$ cat config.mk
export PLATFORM = sky130hd
export DESIGN_NAME = hazard_scoreboard
export DESIGN_NICKNAME = d
export VERILOG_FILES = /design/src/rtl/hazard_scoreboard.sv
export SDC_FILE = /design/constraint.sdc
export NUM_CORES = 1
export LEC_CHECK = 0
export ABC_AREA = 1
export CAP_MARGIN = 10
export CORE_UTILIZATION = 50
export CTS_CLUSTER_DIAMETER = 100
export DETAILED_ROUTE_END_ITERATION = 7
export PLACE_DENSITY = 0.72
export SYNTH_ARGS = -nofsm -noshare
export SYNTH_HDL_FRONTEND = slang
export SYNTH_SLANG_ARGS = --single-unit
$ cat constraint.sdc
create_clock -name clk -period 5.9 [get_ports clk]
set_input_delay 1.475 -clock clk [delete_from_list [all_inputs] [get_ports clk]]
set_output_delay 1.475 -clock clk [all_outputs]
set_load 0.01 [all_outputs]
$ cat src/rtl/hazard_scoreboard.sv
// Register-write scoreboard beside ID: per-register countdowns until a result is
// forwardable, plus mul/div occupancy, combined into one stall for PC, IF/ID and ID/EX.
module hazard_scoreboard #(
  parameter int NREG     = 32,
  parameter int AW       = 5,
  parameter int LOAD_LAT = 1,
  parameter int MD_LAT   = 4
) (
  input  logic            clk,
  input  logic            rst,
  input  logic            id_valid,
  input  logic [AW-1:0]   id_rs,
  input  logic [AW-1:0]   id_rt,
  input  logic            id_use_rs,
  input  logic            id_use_rt,
  input  logic [AW-1:0]   id_rd,
  input  logic            id_wr,
  input  logic [1:0]      id_kind,
  input  logic            flush,
  output logic            stall,
  output logic            pc_write,
  output logic            ifid_write,
  output logic            bubble,
  output logic            md_busy,
  output logic [NREG-1:0] busy_mask
);

  localparam int MAXLAT = (LOAD_LAT > MD_LAT) ? LOAD_LAT : MD_LAT;
  localparam int CW     = $clog2(MAXLAT + 1);

  logic [CW-1:0] r_cnt [NREG];
  logic [CW-1:0] r_mdCnt;

  logic [CW-1:0] w_lat;
  logic [CW-1:0] w_rdCnt;
  logic          w_rsBusy;
  logic          w_rtBusy;
  logic          w_gate;
  logic          w_raw;
  logic          w_waw;
  logic          w_struct;
  logic          w_issue;

  always_comb begin
    case (id_kind)
      2'd1:    w_lat = CW'(LOAD_LAT);
      2'd2:    w_lat = CW'(MD_LAT);
      default: w_lat = '0;
    endcase
  end

  // Address decode starts at 1 so register 0 and any address >= NREG read as idle.
  always_comb begin
    w_rsBusy = 1'b0;
    w_rtBusy = 1'b0;
    w_rdCnt  = '0;
    for (int r = 1; r < NREG; r++) begin
      if (id_rs == AW'(r)) w_rsBusy = (r_cnt[r] != '0);
      if (id_rt == AW'(r)) w_rtBusy = (r_cnt[r] != '0);
      if (id_rd == AW'(r)) w_rdCnt  = r_cnt[r];
    end
  end

  always_comb begin
    busy_mask = '0;
    for (int r = 1; r < NREG; r++) begin
      busy_mask[r] = (r_cnt[r] != '0);
    end
  end

  assign w_gate   = id_valid & ~flush;
  assign w_raw    = (id_use_rs & w_rsBusy) | (id_use_rt & w_rtBusy);
  assign w_waw    = id_wr & (id_rd != '0) & (w_rdCnt > w_lat);
  assign w_struct = (id_kind == 2'd2) & (r_mdCnt != '0);

  assign stall      = w_gate & (w_raw | w_waw | w_struct);
  assign w_issue    = w_gate & ~stall;
  assign pc_write   = ~stall;
  assign ifid_write = ~stall;
  assign bubble     = stall;
  assign md_busy    = (r_mdCnt != '0);

  // A fresh issue overrides the decrement of the same register on that edge.
  always_ff @(posedge clk) begin
    for (int r = 0; r < NREG; r++) begin
      if (!rst || r == 0) begin
        r_cnt[r] <= '0;
      end else if (w_issue && id_wr && id_rd == AW'(r)) begin
        r_cnt[r] <= w_lat;
      end else if (r_cnt[r] != '0) begin
        r_cnt[r] <= r_cnt[r] - 1'b1;
      end
    end
  end

  always_ff @(posedge clk) begin
    if (!rst) begin
      r_mdCnt <= '0;
    end else if (w_issue && id_kind == 2'd2) begin
      r_mdCnt <= CW'(MD_LAT);
    end else if (r_mdCnt != '0) begin
      r_mdCnt <= r_mdCnt - 1'b1;
    end
  end

endmodule

Word level (Yosys, flattened, before mapping):

Memories as Yosys holds them, arrays and structs flattened.
Index checks and enable logic that the tools add are counted.

* add/subtract/negate cells: 32
* $lt $le $gt $ge: 1
* equal/unequal tests: 95
* multiplexer cells: 376
* bitwise logic cells: 76
* reduce and logical (&&, ||, !) cells: 68

Operators by type and width (count)
* $mux 3: 95
* $mux 1: 280
* $eq 5x5->1 const B: 48
* $eq 5x4->1 const B: 24
* $reduce_bool 3->1: 32
* $sub 3x1->3 const B: 32
* $or 1x1->1: 65
* $eq 5x3->1 const B: 12
* $logic_and 1x1->1: 33
* $eq 5x2->1 const B: 6
* $eq 5x1->1 const B: 3
* $and 1x1->1: 8
* $pmux 3 s2: 1
* $reduce_bool 5->1: 1
* $gt 3x3->1: 1
* $not 1->1: 3
* $eq 2x1->1 const B: 1
* $eq 2x2->1 const B: 1
* $reduce_bool 2->1: 1
* $reduce_or 2->1: 1

* register bits: 3
* RAM bits: 96
* input port bits: 24
* output and inout port bits: 37
* logic and storage cells: 651
* memories: 1

Memories
* r_cnt: depth 32, width 3, read ports 31, clocked after memory_dff 0, write ports 32, RTL line 31 `logic [CW-1:0] r_cnt [NREG];`

Depth between registers and ports, before layout:

An unclocked memory read counts as a cell.

* depth in word-level cells: 47
* depth in mapped cells: 42
* gate-level depth less buffers: 41

Worst setup path before layout:

No wires, ideal clock.

* path kind: input to output
* from: in id_rd[4]
* to: out pc_write
* data arrival time: 4.928 ns
* required time: 4.425 ns
* setup slack: -0.503 ns
* cell stages on the path: 39
* buffers on the path: 3
* cells stage by stage: inv_2 > buf_2 > buf_1 > nand2_1 > o22ai_1 > a21oi_1 > o211ai_1 > o21ai_0 > o21ai_0 > a21oi_1 > nand3_1 > o21ai_0 > nand2_1 > nand2_1 > nand4_1 > nand2_1 > nand4_1 > nand2_1 > (+3 left out) > nand2_1 > nand3_1 > nand2_1 > nand3_1 > nand2_1 > inv_1 > ha_1 > nand2_1 > o21ai_0 > o21ai_0 > inv_1 > nand3_1 > nand2_1 > clkinv_1 > nor2_4 > nor3_1 > inv_1 > buf_4

* cells in the longest elaborated chain, start to end: 38
* elaborated cells between the ends (all ways): 70
* classes of those cells: 1 x order compare; 31 x eq/ne; 31 x mux; 6 x bitwise; 1 x reduce/logical

Ends and longest elaborated chain
* from (decl): RTL line 16 `input logic [AW-1:0] id_rd,`
* $eq 5x1->1: RTL line 60 `if (id_rd == AW'(r)) w_rdCnt = r_cnt[r];`
* $mux 3 (31 in series): RTL line 60
* $gt 3x3->1: RTL line 73 `assign w_waw = id_wr & (id_rd != '0) & (w_rdCnt > w_lat);`
* $and 1x1->1 (*): RTL line 73
* $or 1x1->1 (*) (2 in series): RTL line 76 `assign stall = w_gate & (w_raw | w_waw | w_struct);`
* $and 1x1->1 (*): RTL line 76
* net bubble: RTL line 23 `output logic bubble,`
* $not 1->1 (*)
* to (decl): RTL line 21 `output logic pc_write,`

The timed path passes the listed nets; every way through them passes the cells marked *.

Worst setup path in the final report:

* from: in id_rd[0]
* to: out ifid_write

* cells in the longest elaborated chain, start to end: 38
* elaborated cells between the ends (all ways): 70
* classes of those cells: 1 x order compare; 31 x eq/ne; 31 x mux; 6 x bitwise; 1 x reduce/logical

Ends and longest elaborated chain
* $eq 5x1->1: RTL line 60
* $mux 3 (31 in series): RTL line 60
* $gt 3x3->1: RTL line 73
* $and 1x1->1 (*): RTL line 73
* $or 1x1->1 (*) (2 in series): RTL line 76
* $and 1x1->1 (*): RTL line 76
* $not 1->1 (*): RTL line 79 `assign ifid_write = ~stall;`
* to (decl): RTL line 22 `output logic ifid_write,`

Every way passes the cells marked *; elsewhere a longest branch is shown, timed or not.

==> impl_metrics.env <==
export IMPL_clkTransAtPathRegs_ns=0.07
export IMPL_slew_violations=0
export IMPL_min_period_ns=6.26
export IMPL_cpPeakStageDelay_ns=0.24
export IMPL_crit_top_cell="nand2_1"
export IMPL_grt_usage_pct=30.1
export IMPL_fp_dieW_um=133
export IMPL_final_util_pct=65.9
export IMPL_rrSetupSlack_ns=1.51
export IMPL_grt_pass1_wl_um=41200
export IMPL_routed_wl_um=25600
export IMPL_critPathSlowestCell="ha_1"
export IMPL_synth_common_cells="329 x nand2_1, 202 x inv_1, 137 x nor2_1, 104 x nand3_1, 100 x nand4_1"
export IMPL_routed_via_density=5.36
export IMPL_htreeDepth=3
export IMPL_status="complete, but fails checks"
export IMPL_worst_r2r_path_depth=39
export IMPL_synth_seq_cells=96
export IMPL_synth_async_reset_ratio_pct=0
export IMPL_fin_crit_sh_pct=106
export IMPL_nFillCells=1449
export IMPL_yosys_warnings=0
export IMPL_syn_area_sq_um=8570
export IMPL_totalPowerFinal_mw=3.90
export IMPL_hold_path_depth=2
export IMPL_io_buffers=59
export IMPL_crit_arrival_ns=4.79
export IMPL_synth_cells=1224
export IMPL_design_area_sq_um=11000
export IMPL_clock_root_buffer="clkbuf_16"
export IMPL_ys_types=35
export IMPL_final_cells=1651
export IMPL_rsz0062_at_grt="yes"
export IMPL_r2r_end="r_cnt[0][40]"
export IMPL_power_leakage_nw=5.31
export IMPL_finalClockSkew_ns=0.00538
export IMPL_whs_ns=0.472
export IMPL_post_dp_hpwl_um=19600
export IMPL_syn2layout_area_growth_pct=28.0
export IMPL_dp_cells=1631
export IMPL_synth_avg_cell_area_sq_um=7.00
export IMPL_ys_seq_area_share_pct=33.3
export IMPL_synth_largest_area_cell="edfxtp_1"
export IMPL_grt_max_degree=72
export IMPL_first_pass_iters=5
export IMPL_drive_gt1_share_pct=19.3
export IMPL_synthTopCellsByArea="edfxtp_1 33%, nand2_1 14%, ha_1 9.6%, inv_1 8.9%, nand4_1 7.3%"
export IMPL_final_antenna_net_count=0
export IMPL_cp_buffers_inverters=7
export IMPL_slew_limit_headroom_pct=52.3
export IMPL_vdd_ir_drop_max_mv=0.272
export IMPL_critPathMaxFanout=3
export IMPL_io_pins=61
export IMPL_setup_violations=4
export IMPL_setup_slack_ns=-0.363
export IMPL_die_area_sq_um=17700
export IMPL_max_cap_violations=0
export IMPL_synth_top_area_share_pct=32.6
export IMPL_die_y_um=133
export IMPL_hold_buffers=0
export IMPL_rows=47
export IMPL_cts_tree="yes"
export IMPL_tightest_slew_ns=0.716
export IMPL_clk_latency_ns=0.36
export IMPL_vias=8843
export IMPL_drc=0
export IMPL_cts_buffers=9
export IMPL_end_kind="output port"
export IMPL_critical_path_class="primary input to output port"
export IMPL_required_ns=4.43
export IMPL_placed_cell_area_sq_um=10600
export IMPL_dominantRegCellSynth="edfxtp_1"
export IMPL_gp_congestion=1.01
export IMPL_n_antenna_cell=0
export IMPL_clock_sinks=96
export IMPL_power_density_nw_per_um2=356
export IMPL_violations="setup timing"
export IMPL_start_kind="primary input"
export IMPL_clk_path_buf_depth=2
export IMPL_fmax_ghz=0.160
export IMPL_antenna_found_initial=0
export IMPL_overflow=0
export IMPL_syn_nets=1314
export IMPL_nNetsFinal=1516
export IMPL_core_sq_um=16600
export IMPL_grt_pass1_vias=8224
export IMPL_holdCritStartpoint="r_mdCnt[0]"
export IMPL_path_delay_family="simple AND/OR/NAND/NOR gates"
export IMPL_initial_core_util_pct=51.5
export IMPL_wl_per_cell_um=15.5
export IMPL_hold_viol=0
export IMPL_drt_initial_drc_count=914
export IMPL_synth_edf_count=93
export IMPL_synth_most_common_cell="nand2_1"
export IMPL_hp_class="flop to flop"
export IMPL_holdPathEnd="r_mdCnt[0]"
export IMPL_reg2reg_from="r_cnt[0][8]"
-- layout by cell type (no fill, tap or decap), types with 4 or more instances in the layout --
master,instances
nand3_2,4
buf_4,174
o21ai_0,17
nand3_1,100
o2111ai_1,5
nor3_1,7
nand2_2,5
clkbuf_16,9
clkinv_2,4
a21oi_1,14
ha_1,65
nand4_1,100
inv_2,11
nor2_1,130
inv_1,196
edfxtp_1,93
nand2_1,321
clkdlybuf4s50_1,49
xor2_1,31
nor2_2,25
nor2_4,18
o21ai_1,11
-- worst max path at each step --
stage,from,endpoint,cells past startpoint
6_report,id_rd[0],ifid_write,38
3_3_place_gp,id_rd[0],bubble,39
5_1_grt,id_rd[2],ifid_write,40
2_1_floorplan,id_rd[4],pc_write,38
4_1_cts,id_rd[0],ifid_write,38
3_5_place_dp,id_rd[0],stall,39
-- worst register-to-register path, delay by kind of cell, from the launching register on --
| kind | cells | cell delay, ns |
|---|---|---|
| buf+inv | 6 | 0.65 |
| fa+ha+maj | 1 | 0.26 |
| simple gates | 23 | 1.92 |
| flops | 1 | 0.41 |
| compound gates | 9 | 0.91 |
-- area by class of cell --
type | instances | area, sq um | area share, %
clock inverters | 7 | 38.8 | 0.354
flip-flops and latches | 96 | 2850 | 26.0
clock buffers | 9 | 225 | 2.05
multi-input cells | 877 | 4860 | 44.3
inverters | 210 | 806 | 7.35
repair buffers | 232 | 1910 | 17.4
well taps | 220 | 275 | 2.51
-- cells by family after synthesis --
logic type	share of synthesized area, %
and+or+nand+nor	38.2
buffers and inverters	11.5
xor gates and xnor gates	3.17
adders and majority gates	9.64
AOI/OAI and AO/OA	4.15
other	0.0438
DFF	33.3
-- metal layers --
layer,wire [um],GRT usage (%)
met1,11300,40.8
met2,11600,47.7
met3,1930,3.98
met4,766,13.6
met5,0,0
-- sequential cells by signal, indices dropped and copies added (netlist names) --
register / count
r_cnt: 93
r_mdCnt: 3
-- power breakdown --
group | switching, mW | internal (mW) | leakage, nW | total, mW
Combinational | 1.26 | 0.779 | 4.14 | 2.04
Sequential | 0.163 | 1.14 | 1.04 | 1.31
Clock | 0.269 | 0.282 | 0.128 | 0.550
Total | 1.70 | 2.21 | 5.31 | 3.90
-- through the flow --
stage          TNS [ns]  worst slack [ns]
2_1_floorplan   -0.0841           -0.0841
3_3_place_gp     -22.69             -1.26
3_5_place_dp     -49.60             -1.39
4_1_cts           -1.49            -0.386
5_1_grt           -3.27            -0.832
6_report          -1.40            -0.363
-- repair_timing --
| item | CTS | global route |
|---|---|---|
| pin swaps | 22 | 28 |
| endpoints found under the setup margin | 4 | 4 |
| gates cloned | 0 | 0 |
| resized for setup | 55 | 24 |
| buffers inserted | 4 | 0 |
(Power assumes the default switching activity.)
==> RTL change: new RTL, config.mk and constraints unchanged <==
The parameter `AW` goes from 5 to 4.
--- a/src/rtl/hazard_scoreboard.sv
+++ b/src/rtl/hazard_scoreboard.sv
@@ -2,7 +2,7 @@
 // forwardable, plus mul/div occupancy, combined into one stall for PC, IF/ID and ID/EX.
 module hazard_scoreboard #(
   parameter int NREG     = 32,
-  parameter int AW       = 5,
+  parameter int AW       = 4,
   parameter int LOAD_LAT = 1,
   parameter int MD_LAT   = 4
 ) (
Interface: changed (resized id_rd, id_rs and id_rt); port bits go from 61 to 58. The function was not compared with the original's and may differ.
==> RTL change against the original RTL <==
Non-clock buffer count shrank 128; sequential cell count is the same; global-route usage shrank 6.2 points; synthesized cell count shrank 25%; largest cell class unchanged; area after synthesis shrank 16%; routed wire length shrank 34%; design area shrank 21%; cell count shrank 27%; total power shrank 6.5%; largest power group unchanged; setup slack gained 0.56 ns.
==> RTL change: results (changes against the original RTL) <==
#MultiIn Comb 626 (-29%); post-CTS sizing 33 (-40%); post-DP HPWL 12300 um (-37%); Crit path largest cell delay 0.31 ns (+0.07 ns); sequential share of cell area 33.1% (+7.1 points); # fillers 1239 (-14%); type of the worst setup path primary input to register; buffering overhead 10.9% (-6.5 points); met3 WL post-DR 1050 um (-45%); final wirelength 16800 um (-34%); Mapped Nets 1010 (-23%); wire length on met1 7500 um (-33%); RR Endpoint r_cnt[1][25]$_SDFFCE_PN0P_; layout cells sized above 1 12.3% (-6.9 points); total leakage power 0.00438 uW (-18%); crit path from id_rd[2]; area occupied by multi-input gates 3650 sq um (-25%); Hold WS 0.504 ns (+0.0316 ns); placed inst area 8130 sq um (-23%); WP data arrival 5.77 ns (+0.98 ns); Synth top cells by count 208 x nand2_1, 162 x inv_1, 97 x nor2_1; clock network area share 3.34% (+0.93 points); grt met1 use 31.6% (-9.2 points); grt met2 use 38.6% (-9.1 points); worst hold path startpoint r_mdCnt[1]$_SDFFE_PP0N_; RR Startpoint r_cnt[1][5]$_DFFE_PP_; bufs w/o clock 104 (-55%); first-pass GRT wire length 27800 um (-33%); FF-to-FF setup slack 1.19 ns (-0.32 ns); DR WL/cell 14.0 um (-9.7%); largest net degree at the start of global routing 66 (-8.3%); synthesized instance count 923 (-25%); multi-input combinational area share 42.3% (-2.0 points); top area cells in the synthesized netlist edfxtp_1 39%, ha_1 11%, nand2_1 11%; Worst-Margin Slew 0.742 ns (+0.0256 ns); final worst path period need 5.71 ns (-0.557 ns); worst IR drop on VDD 0.000249 V (-8.2%); outcome finished, final reports clean; final setup vio count 0 (-4)
RTL change: cell count changes after synthesis, sizes merged, moves of 6 or more:
| cell | unedited run | this run |
|---|---|---|
| nand3 | 106 | 89 |
| a21oi | 17 | 10 |
| buf | 24 | 18 |
| nand2 | 329 | 217 |
| inv | 209 | 174 |
| nor2 | 173 | 101 |
| o21ai | 29 | 14 |
| nand4 | 100 | 72 |
| clkbuf | 17 | 4 |
RTL change: how the worst min path moves through the flow:
| stage | cells after the start | endpoint |
|---|---|---|
| detailed placement | 2 | r_mdCnt[1]$_SDFFE_PP0N_ |
| global route | 2 | r_mdCnt[1]$_SDFFE_PP0N_ |
| CTS | 2 | r_mdCnt[1]$_SDFFE_PP0N_ |
| floorplan | 2 | r_mdCnt[1]$_SDFFE_PP0N_ |
| finish | 2 | r_mdCnt[1]$_SDFFE_PP0N_ |
| global placement | 2 | r_mdCnt[1]$_SDFFE_PP0N_ |
RTL change: power groups by stage:
| stage | clock network (uW) | logic [uW] | registers [uW] |
|---|---|---|---|
| 5_1_grt | 618 | 2040 | 1300 |
| 6_report | 585 | 1790 | 1270 |
| 3_3_place_gp | 0 | 1680 | 1280 |
| 3_5_place_dp | 0 | 1710 | 1280 |
| 4_1_cts | 594 | 1770 | 1270 |
| 2_1_floorplan | 0 | 1150 | 1240 |
RTL change: kinds of logic after synthesis:
| kind of cell | share of synthesized area [%] |
|---|---|
| compound gates | 3.55 |
| xor+xnor | 3.87 |
| fa+ha+maj | 11.4 |
| buf+inv | 11.3 |
| flops | 39.4 |
| other cells | 0.0518 |
| simple gates | 30.4 |
RTL change: worst max-delay path: cells and delay by family:
family	cells	cell delay [ns]
buffers and inverters	14	1.72
and+or+nand+nor	15	1.34
adders and majority gates	1	0.31
AOI/OAI and AO/OA	8	0.91
